==> src/rtl/jk_seq_pkg.sv <==
// Shared encodings for the JK command sequencer: op codes, FSM states and the Q-model step.
// Pairs with jk_cmd_fifo and jk_cmd_sequencer.
package jk_seq_pkg;

  // Each op value is the {J,K} pair driven during APPLY.
  localparam logic [1:0] OP_HOLD   = 2'b00;
  localparam logic [1:0] OP_RESET  = 2'b01;
  localparam logic [1:0] OP_SET    = 2'b10;
  localparam logic [1:0] OP_TOGGLE = 2'b11;

  typedef enum logic [1:0] {
    ST_IDLE  = 2'd0,
    ST_APPLY = 2'd1,
    ST_CHECK = 2'd2
  } state_t;

  typedef struct packed {
    logic known;
    logic q;
  } model_t;

  // One clock of a JK flip-flop as seen by the sequencer's model of Q.
  function automatic model_t model_step(input logic [1:0] op, input model_t cur);
    model_t nxt;
    nxt = cur;
    case (op)
      OP_SET: begin
        nxt.known = 1'b1;
        nxt.q     = 1'b1;
      end
      OP_RESET: begin
        nxt.known = 1'b1;
        nxt.q     = 1'b0;
      end
      OP_TOGGLE: nxt.q = ~cur.q;
      default: ;
    endcase
    return nxt;
  endfunction

endpackage

==> src/rtl/jk_cmd_fifo.sv <==
// Command FIFO for the JK sequencer: power-of-two depth, wrapping pointers, occupancy counter.
// Push is ignored when full and pop is ignored when empty.
module jk_cmd_fifo #(
  parameter int WIDTH = 6,
  parameter int DEPTH = 4
) (
  input  logic             clk,
  input  logic             rst_n,
  input  logic             push,
  input  logic [WIDTH-1:0] wdata,
  input  logic             pop,
  output logic [WIDTH-1:0] rdata,
  output logic             full,
  output logic             empty
);

  localparam int AW = $clog2(DEPTH);

  logic [AW-1:0] wr_ptr;
  logic [AW-1:0] rd_ptr;
  logic [AW:0]   count;
  logic [WIDTH-1:0] mem [DEPTH];
  logic do_push;
  logic do_pop;

  assign do_push = push && !full;
  assign do_pop  = pop && !empty;

  // Pointers are exactly AW bits wide, so they wrap modulo DEPTH on their own.
  always_ff @(posedge clk or negedge rst_n) begin
    if (!rst_n) begin
      wr_ptr <= '0;
      rd_ptr <= '0;
      count  <= '0;
    end else begin
      if (do_push) wr_ptr <= wr_ptr + 1'b1;
      if (do_pop)  rd_ptr <= rd_ptr + 1'b1;
      case ({do_push, do_pop})
        2'b10:   count <= count + 1'b1;
        2'b01:   count <= count - 1'b1;
        default: ;
      endcase
    end
  end

  always_ff @(posedge clk) begin
    if (do_push) mem[wr_ptr] <= wdata;
  end

  assign rdata = mem[rd_ptr];
  assign full  = (count == (AW+1)'(DEPTH));
  assign empty = (count == '0);

endmodule

==> src/rtl/jk_cmd_sequencer.sv <==
// Queues {op,hold} commands and plays each one onto the J/K pins of a downstream FF_JK.
// Define JK_SEQ_CHECK_EN to add the CHECK state, the Q model and the sticky err flag.
module jk_cmd_sequencer
  import jk_seq_pkg::*;
#(
  parameter int FIFO_DEPTH = 4,
  parameter int HOLD_W     = 4
) (
  input  logic              clk,
  input  logic              rst_n,
  input  logic              cmd_valid,
  input  logic [1:0]        cmd_op,
  input  logic [HOLD_W-1:0] cmd_hold,
  output logic              cmd_ready,
  output logic              J,
  output logic              K,
  input  logic              Q,
  output logic              busy,
  output logic              err,
  output state_t            dbg_state
);

  localparam int CW = 2 + HOLD_W;

  // Handshake: a command transfers on a rising clk edge where cmd_valid && cmd_ready;
  // cmd_ready depends only on FIFO fullness, never on cmd_valid.
  logic          fifo_push;
  logic          fifo_pop;
  logic          fifo_full;
  logic          fifo_empty;
  logic [CW-1:0] fifo_rdata;

  assign cmd_ready = !fifo_full;
  assign fifo_push = cmd_valid && cmd_ready;

  jk_cmd_fifo #(
    .WIDTH (CW),
    .DEPTH (FIFO_DEPTH)
  ) u_fifo (
    .clk   (clk),
    .rst_n (rst_n),
    .push  (fifo_push),
    .wdata ({cmd_op, cmd_hold}),
    .pop   (fifo_pop),
    .rdata (fifo_rdata),
    .full  (fifo_full),
    .empty (fifo_empty)
  );

  state_t            state;
  state_t            state_nxt;
  logic [1:0]        cur_op;
  logic [HOLD_W-1:0] hold_cnt;

  always_ff @(posedge clk or negedge rst_n) begin
    if (!rst_n) state <= ST_IDLE;
    else        state <= state_nxt;
  end

  // hold_cnt counts the remaining extra APPLY cycles of the active command.
  always_ff @(posedge clk or negedge rst_n) begin
    if (!rst_n) begin
      cur_op   <= OP_HOLD;
      hold_cnt <= '0;
    end else if (fifo_pop) begin
      {cur_op, hold_cnt} <= fifo_rdata;
    end else if (state == ST_APPLY && hold_cnt != '0) begin
      hold_cnt <= hold_cnt - 1'b1;
    end
  end

  always_comb begin
    state_nxt = state;
    fifo_pop  = 1'b0;
    case (state)
      ST_IDLE: begin
        if (!fifo_empty) begin
          fifo_pop  = 1'b1;
          state_nxt = ST_APPLY;
        end
      end
      ST_APPLY: begin
        if (hold_cnt == '0) begin
`ifdef JK_SEQ_CHECK_EN
          state_nxt = ST_CHECK;
`else
          state_nxt = ST_IDLE;
`endif
        end
      end
      ST_CHECK: state_nxt = ST_IDLE;
      default:  state_nxt = ST_IDLE;
    endcase
  end

  // J/K decode straight from state, so an async reset drops them in the same instant.
  assign {J, K}    = (state == ST_APPLY) ? cur_op : 2'b00;
  assign busy      = (state != ST_IDLE);
  assign dbg_state = state;

`ifdef JK_SEQ_CHECK_EN
  logic exp_q;
  logic exp_known;
  logic err_q;

  // The model advances once per APPLY cycle, in step with the flip-flop's own clocking.
  always_ff @(posedge clk or negedge rst_n) begin
    if (!rst_n) begin
      exp_q     <= 1'b0;
      exp_known <= 1'b0;
      err_q     <= 1'b0;
    end else begin
      if (state == ST_APPLY) begin
        {exp_known, exp_q} <= model_step(cur_op, '{known: exp_known, q: exp_q});
      end
      if (state == ST_CHECK && exp_known && (Q != exp_q)) begin
        err_q <= 1'b1;
      end
    end
  end

  assign err = err_q;
`else
  logic unused_q;
  assign unused_q = Q;
  assign err      = 1'b0;
`endif

endmodule

==> config.mk <==
export PLATFORM = sky130hd
export DESIGN_NAME = jk_cmd_sequencer
export DESIGN_NICKNAME = d
export VERILOG_FILES = /design/src/rtl/jk_seq_pkg.sv /design/src/rtl/jk_cmd_fifo.sv /design/src/rtl/jk_cmd_sequencer.sv
export SDC_FILE = /design/constraint.sdc
export NUM_CORES = 1
export LEC_CHECK = 0
export ABC_AREA = 1
export ABC_CLOCK_PERIOD_IN_PS = 2000
export CAP_MARGIN = 0
export CORE_MARGIN = 2
export CORE_UTILIZATION = 30
export CTS_BUF_LIST = sky130_fd_sc_hd__clkbuf_8 sky130_fd_sc_hd__clkbuf_16
export DETAILED_ROUTE_END_ITERATION = 10
export GPL_TIMING_DRIVEN = 1
export PLACE_DENSITY = 0.6
export SLEW_MARGIN = 20
export SYNTH_ARGS = -nofsm -noshare
export SYNTH_HDL_FRONTEND = slang
export SYNTH_SLANG_ARGS = --single-unit
==> constraint.sdc <==
create_clock -name clk -period 2 [get_ports clk]
set_clock_uncertainty 0.15 [all_clocks]
set_input_delay 0.3 -clock clk [delete_from_list [all_inputs] [get_ports clk]]
set_output_delay 0.3 -clock clk [all_outputs]
set_load 0.005 [all_outputs]
==> results of run 1 <==
[kinds of logic (layout without fill, tap and decap cells)]
| family | Yosys count | count (layout) | share of synthesized area [%] |
|---|---|---|---|
| AOI/OAI and AO/OA | 16 | 16 | 5.139 |
| xor gates and xnor gates | 5 | 5 | 2.498 |
| adders and majority gates | 7 | 7 | 5.425 |
| buffers and inverters | 32 | 58 | 8.351 |
| DFF | 38 | 38 | 61.10 |
| other | 1 | 2 | 0.2139 |
| and+or+nand+nor | 72 | 72 | 17.27 |
[repair_timing]
action,CTS,global route
endpoints found under the setup margin,0,1
hold endpoints to repair,0,0
resized for setup,0,2
[area by class of cell]
cell class	count	area share [%]
Sequential cell	38	51.10
Clock buffer	5	3.284
Tap cell	72	4.299
Timing Repair Buffer	24	10.15
Clock inverter	3	0.5373
Inverter	26	4.776
Multi-Input combinational cell	102	25.85
[synth_stat cells (2+ instances only)]
library cell	count	area share (%)
nand2_1	37	7.9
edfxtp_1	24	41
inv_1	21	4.5
nor2_1	18	3.9
dfrtp_1	14	20
nand3_1	12	3.4
o21ai_1	7	2.0
ha_1	6	4.3
buf_4	4	1.7
o21ai_0	4	1.1
xor2_1	4	2.0
inv_2	3	0.64
a21oi_1	2	0.57
nand2_2	2	0.71
nor2_2	2	0.71
o22ai_1	2	0.71
[flip-flops by register name, indices dropped and copies added, names as in the netlist]
register and count:
cur_op 2, dbg_state 1, u_fifo.wr_ptr 2, u_fifo.count 3, u_fifo.rd_ptr 2, hold_cnt 4, u_fifo.mem 24
[placed cells by master, fill, tap and decap left out]
master and instances:
buf_4 11, nor2_2 2, nand2_2 2, clkbuf_8 5, clkinv_1 4, dfrtp_1 14
ha_1 6, xor2_1 4, inv_2 3, nor2_1 18, conb_1 2, clkdlybuf4s50_1 13
xnor2_1 1, inv_1 21, nand2_1 37, nand3_1 12, nand2_4 1, o21ai_0 3
o211ai_2 1, o22ai_1 2, fa_2 1, o21ai_1 8, a21oi_1 2, inv_4 1
edfxtp_1 24
[stage by stage]
step	cell area [sq um]	setup TNS [ps]	utilization, %	worst slack, ps	hold WS (ps)
floorplan	1757	0	-	67.02	-145.6
global placement	2013	-28.21	36.12	-28.21	320.9
detailed placement	2013	-51.36	36.12	-51.36	320.3
CTS	2093	0	37.55	56.44	168.5
global route	2096	0	37.60	13.54	175.0
finish	2096	0	37.60	131.4	169.5
[layer usage]
layer  vias up  track usage, %  share of wire [%]
met5         -               0                  0
met3         7           2.697                2.6
met4         0           6.102                2.4
met2        14           19.00                 50
li1        589               -                  -
met1       529           13.66                 45
[power by group through the flow]
stage / clock [mW] / sequential, mW / combinational (mW)
after floorplan: 0 / 1.21 / 0.917
after global placement: 0 / 1.25 / 1.26
after detailed placement: 0 / 1.26 / 1.28
after CTS: 0.505 / 1.24 / 1.28
after global routing: 0.532 / 1.28 / 1.47
final: 0.484 / 1.24 / 1.27
[path summary, 6_finish.rpt]
path	slack, ps	to	cells past startpoint
min in group clk	340	cur_op[1]	2
max in group asynchronous	1360	u_fifo.wr_ptr[0]	2
worst min-delay path	170	hold_cnt[3]	2
worst max register to register	130	u_fifo.count[1]	8
worst max-delay path	130	u_fifo.count[1]	8
worst min register to register	340	cur_op[1]	2
==> impl_metrics.json, run 1 <==
{
  "maxCapViolCount": 0,
  "power.switching_mw": 1.127,
  "min_path_type": "input pin to async pin",
  "power_density_nw_per_um2": 1428,
  "ys_async_sr_fraction_pct": 36.84,
  "hold_violations": 0,
  "p_sw_share_pct": 37.65,
  "grt_use_total_pct": 11.44,
  "period_needed_ps": 1869,
  "coreArea_sq_um": 5574,
  "die_height_microns": 80.44,
  "cp_cell_sequence": "nor2_2 -> nand2_1 -> nand2_4 -> inv_4 -> ha_1 -> inv_1 -> fa_2 -> o21ai_0",
  "cellLeakagePower_nw": 0.9183,
  "cp_top_family": "adder cells",
  "routed_wl_microns": 3088,
  "antenna_found_initial": 0,
  "initialDrtViolationCount": 80,
  "overflow": 0,
  "placedCellCount": 262,
  "clockRootBuffer": "clkbuf_8",
  "postRouteAntennaNets": 0,
  "path_max_fanout": 3,
  "cp.arrival_ps": 1920,
  "die_w_microns": 80.44,
  "fill_cells": 567,
  "antennaDiodeCount": 0,
  "cpPeakStageDelay_ps": 430,
  "nets": 214,
  "cts_hold_buf": 0,
  "synthFlopType": "edfxtp_1",
  "syn_area_per_cell_sq_um": 10.25,
  "grt_pass1_wl_microns": 5375,
  "synth_edf_count": 24,
  "finalPower_mw": 2.993,
  "slowest_stage": "fa_2",
  "wl_per_cell_microns": 11.44,
  "post-cts-setup-buffer-count": 0,
  "grt_max_degree": 15,
  "cts_sinks": 38,
  "insertion_delay_ps": 280,
  "fin_cells": 270,
  "ys_types": 25,
  "die_area_sq_um": 6471,
  "status": "finished, final reports clean",
  "htreeDepth": 2,
  "p_seq_share_pct": 41.5,
  "finalSetupViolCount": 0,
  "start_kind": "flop",
  "seq_area_frac_synth_pct": 61.10,
  "drtPass1Iterations": 4,
  "combPwrFrac_pct": 42.3,
  "seq_area_sq_um": 1071,
  "synth_area_sq_um": 1753,
  "fmaxAchievable_ghz": 0.5352,
  "drive_gt1_share_pct": 13.64,
  "worstSetupPathType": "flop to flop",
  "start_util_pct": 31.45,
  "clockPowerShare_pct": 16.2,
  "vias": 1139,
  "crit_start": "u_fifo.count[0]",
  "vdd_ir_drop_max_v": 0.0005047,
  "synthCells": 171,
  "port_buffers": 13,
  "cts_made_buffers": 5,
  "hpwl_microns": 2185,
  "clk_path_buf_depth": 2,
  "rows": 27,
  "cp.required_ps": 2050,
  "drc": 0,
  "path_buf_inv": 2,
  "syn2layout_area_growth_pct": 19.56,
  "grt_pass1_vias": 1198,
  "multi_input_area_sq_um": 541.8,
  "pin_count": 17,
  "worst_setup_path_end_kind": "flop",
  "cts_tree": "done",
  "clk_pin_slew_ps": 70,
  "slew_viol_final": 0,
  "vias_per_cell": 4.219,
  "p_int_mw": 1.866,
  "gp_congestion": 0.6912,
  "min_period_over_period_pct": 93.43,
  "ys_warn_count": 0,
  "synth.ff_latch_count": 38,
  "rsz0062_at_grt": "no",
  "r2r_start": "u_fifo.count[0]"
}
(Power assumes the default switching activity.)
==> inputs of run 2 (changes only) <==
--- a/config.mk
+++ b/config.mk
@@ -13,7 +13,8 @@
 export CTS_BUF_LIST = sky130_fd_sc_hd__clkbuf_8 sky130_fd_sc_hd__clkbuf_16
 export DETAILED_ROUTE_END_ITERATION = 10
 export GPL_TIMING_DRIVEN = 1
-export PLACE_DENSITY = 0.6
+export PLACE_DENSITY_LB_ADDON = 0.2
+export SETUP_SLACK_MARGIN = 0.02
 export SLEW_MARGIN = 20
 export SYNTH_ARGS = -nofsm -noshare
 export SYNTH_HDL_FRONTEND = slang
==> run 2 against run 1 <==
Non-clock buffer count up 3. Clock power up 61%. Sequential cell count unchanged. Fmax up 0.26%. Critical path depth up 1. Utilization up 1.8 points. Register-to-register slack about the same. Combinational power up 6%. First-iteration DRC count down 61%. Cell area up 4.7%. Worst hold slack worse by 10 ps. Largest power group unchanged. Highest routed layer unchanged.
==> impl_metrics.json, run 2 (synthesis results as in run 1) <==
{
  "final_common_cell": "nand2_1",
  "cts_sinks": 38,
  "cp.required_ps": 2030,
  "cp_top_family": "adder cells",
  "crit_end": "u_fifo.count[2]",
  "top_usage_layer": "met2",
  "rsz0062_at_grt": "no",
  "clockRootBuffer": "clkbuf_8",
  "gp_congestion": 0.7543,
  "syn2layout_area_growth_pct": 25.20,
  "final_cell_mix": "nand2_1, edfxtp_1, inv_1, nor2_1",
  "initialDrtViolationCount": 31,
  "cp.arrival_ps": 1890,
  "htreeDepth": 2,
  "seq_area_sq_um": 1071,
  "clk_path_buf_depth": 2,
  "drtPass1Iterations": 4,
  "worstSetupPathType": "flop to flop",
  "grt_pass1_wl_microns": 5299,
  "drc": 0,
  "fmaxAchievable_ghz": 0.5366,
  "insertion_delay_ps": 290,
  "grt_pass1_vias": 1072,
  "min_path_type": "input pin to async pin",
  "antennaDiodeCount": 0,
  "reg2reg_slack_ps": 140,
  "die_area_sq_um": 6471,
  "status": "finished, final reports clean",
  "combPwrFrac_pct": 39.8,
  "placedCellCount": 261,
  "postRouteAntennaNets": 0,
  "path_max_fanout": 3,
  "slowest_stage": "dfrtp_1",
  "fill_cells": 572,
  "vias_per_cell": 4.088,
  "pin_count": 17,
  "cellLeakagePower_nw": 0.9611,
  "cts_tree": "done",
  "crit_start": "u_fifo.count[0]",
  "multi_input_area_sq_um": 560.5,
  "start_util_pct": 31.45,
  "die_height_microns": 80.44,
  "top_register": "u_fifo.mem",
  "antenna_found_initial": 0,
  "crit_top_cell": "nand2_2",
  "vdd_ir_drop_max_v": 0.0006001,
  "port_buffers": 13,
  "drive_gt1_share_pct": 18.41,
  "path_buf_inv": 1,
  "ff2ff_path_depth": 9,
  "p_sw_share_pct": 34.78,
  "hold_slack_ps": 159.4,
  "largest_register_ffs": 24,
  "cts_made_buffers": 5,
  "coreArea_sq_um": 5574,
  "start_kind": "flop",
  "clockPowerShare_pct": 23.2,
  "cp_cell_sequence": "nor2_2 -> nand2_2 -> nand2_2 -> ha_4 -> inv_2 -> fa_2 -> a21oi_2 -> o21ai_1 -> xor2_1",
  "rows": 27,
  "period_needed_ps": 1864,
  "slew_viol_final": 0,
  "die_w_microns": 80.44,
  "grt_use_met3_pct": 3.708,
  "worst_setup_path_end_kind": "flop",
  "fin_cells": 273,
  "clk_pin_slew_ps": 80,
  "finalSetupViolCount": 0,
  "vias": 1116,
  "met1_usage_pct": 15.02,
  "power.switching_mw": 1.167,
  "min_period_over_period_pct": 93.19,
  "reg_top3": "u_fifo.mem (24), hold_cnt (4), u_fifo.count (3)",
  "hold_violations": 0,
  "maxCapViolCount": 0,
  "routed_wl_microns": 3094,
  "grt_max_degree": 15,
  "hpwl_microns": 2152,
  "p_int_mw": 2.189,
  "cpPeakStageDelay_ps": 400,
  "grtUsageMet2_pct": 16.67,
  "worstReg2RegEnd": "u_fifo.count[2]",
  "grt_use_total_pct": 11.08,
  "cp.depth": 9,
  "r2r_start": "u_fifo.count[0]",
  "p_seq_share_pct": 37.0,
  "nets": 217,
  "cts_hold_buf": 0,
  "overflow": 0,
  "wl_per_cell_microns": 11.33,
  "power_density_nw_per_um2": 1530
}
==> run 2: cell types whose count changed in the layout (fill, tap and decap cells not counted) <==
cell and change:
buf_4 +3, clkinv_1 -3, bufinv_16 +2, a21oi_1 -1
a21oi_2 +1, clkinv_4 +1, ha_1 -1, ha_4 +1
inv_1 -1, inv_2 +1, nand2_1 -1, nand2_2 +1
==> run 2: worst min path at each step <==
stage / startpoint / endpoint / depth (start not counted)
floorplan: rst_n / cur_op[0] / 0
global placement: cur_op[0] / cur_op[0] / 2
detailed placement: cur_op[0] / cur_op[0] / 2
CTS: rst_n / u_fifo.count[2] / 2
global route: rst_n / u_fifo.count[2] / 2
finish: rst_n / u_fifo.wr_ptr[0] / 2
==> run 2: layer usage <==
metal / share of wire [%] / routed length, microns / vias up
met4: 1.1 / 35 / 0
met3: 3.9 / 121 / 4
met2: 46 / 1426 / 17
li1: - / - / 596
met1: 49 / 1510 / 499
met5: 0 / 0 / -
==> run 2: worst register-to-register path: cells and delay by family, from the launching register on <==
family | cells | cell delay, ps
adder cells (fa/ha/maj) | 2 | 490
buffers and inverters | 1 | 40
AND/OR/NAND/NOR | 3 | 310
XOR/XNOR | 1 | 140
flip-flops | 1 | 400
AO/OA/AOI/OAI | 2 | 210
==> run 2: power groups by stage <==
| stage | registers [mW] | clock network, mW | logic (mW) |
|---|---|---|---|
| 2_1_floorplan | 1.21 | 0 | 0.917 |
| 3_3_place_gp | 1.27 | 0 | 1.24 |
| 3_5_place_dp | 1.27 | 0 | 1.26 |
| 4_1_cts | 1.25 | 0.802 | 1.26 |
| 5_1_grt | 1.28 | 0.839 | 1.55 |
| 6_report | 1.24 | 0.778 | 1.34 |
==> run 2: stage by stage <==
step	setup slack, ps	cell area, sq um	TNS, ps	utilization, %	power (mW)
floorplan	67.02	1757	0	-	2.129
global placement	-30.90	2006	-30.90	35.98	2.509
detailed placement	-41.10	2006	-41.10	35.98	2.528
CTS	43.87	2143	0	38.45	3.317
global route	20.08	2195	0	39.37	3.661
finish	136.3	2195	0	39.37	3.357
==> run 2: layout make-up <==
class	count	share of cell area, %
sequential	38	48.80
multi-input combinational	102	25.54
timing repair buffer	27	10.72
inverter	26	4.561
tap	72	4.105
clock buffer	5	3.136
clock inverter	3	3.136
==> run 2: what timing repair did <==
action                     CTS  global route
hold endpoints to repair     0             0
resized for setup            0             7
setup endpoints to repair    0             1
setup buffers                0             4
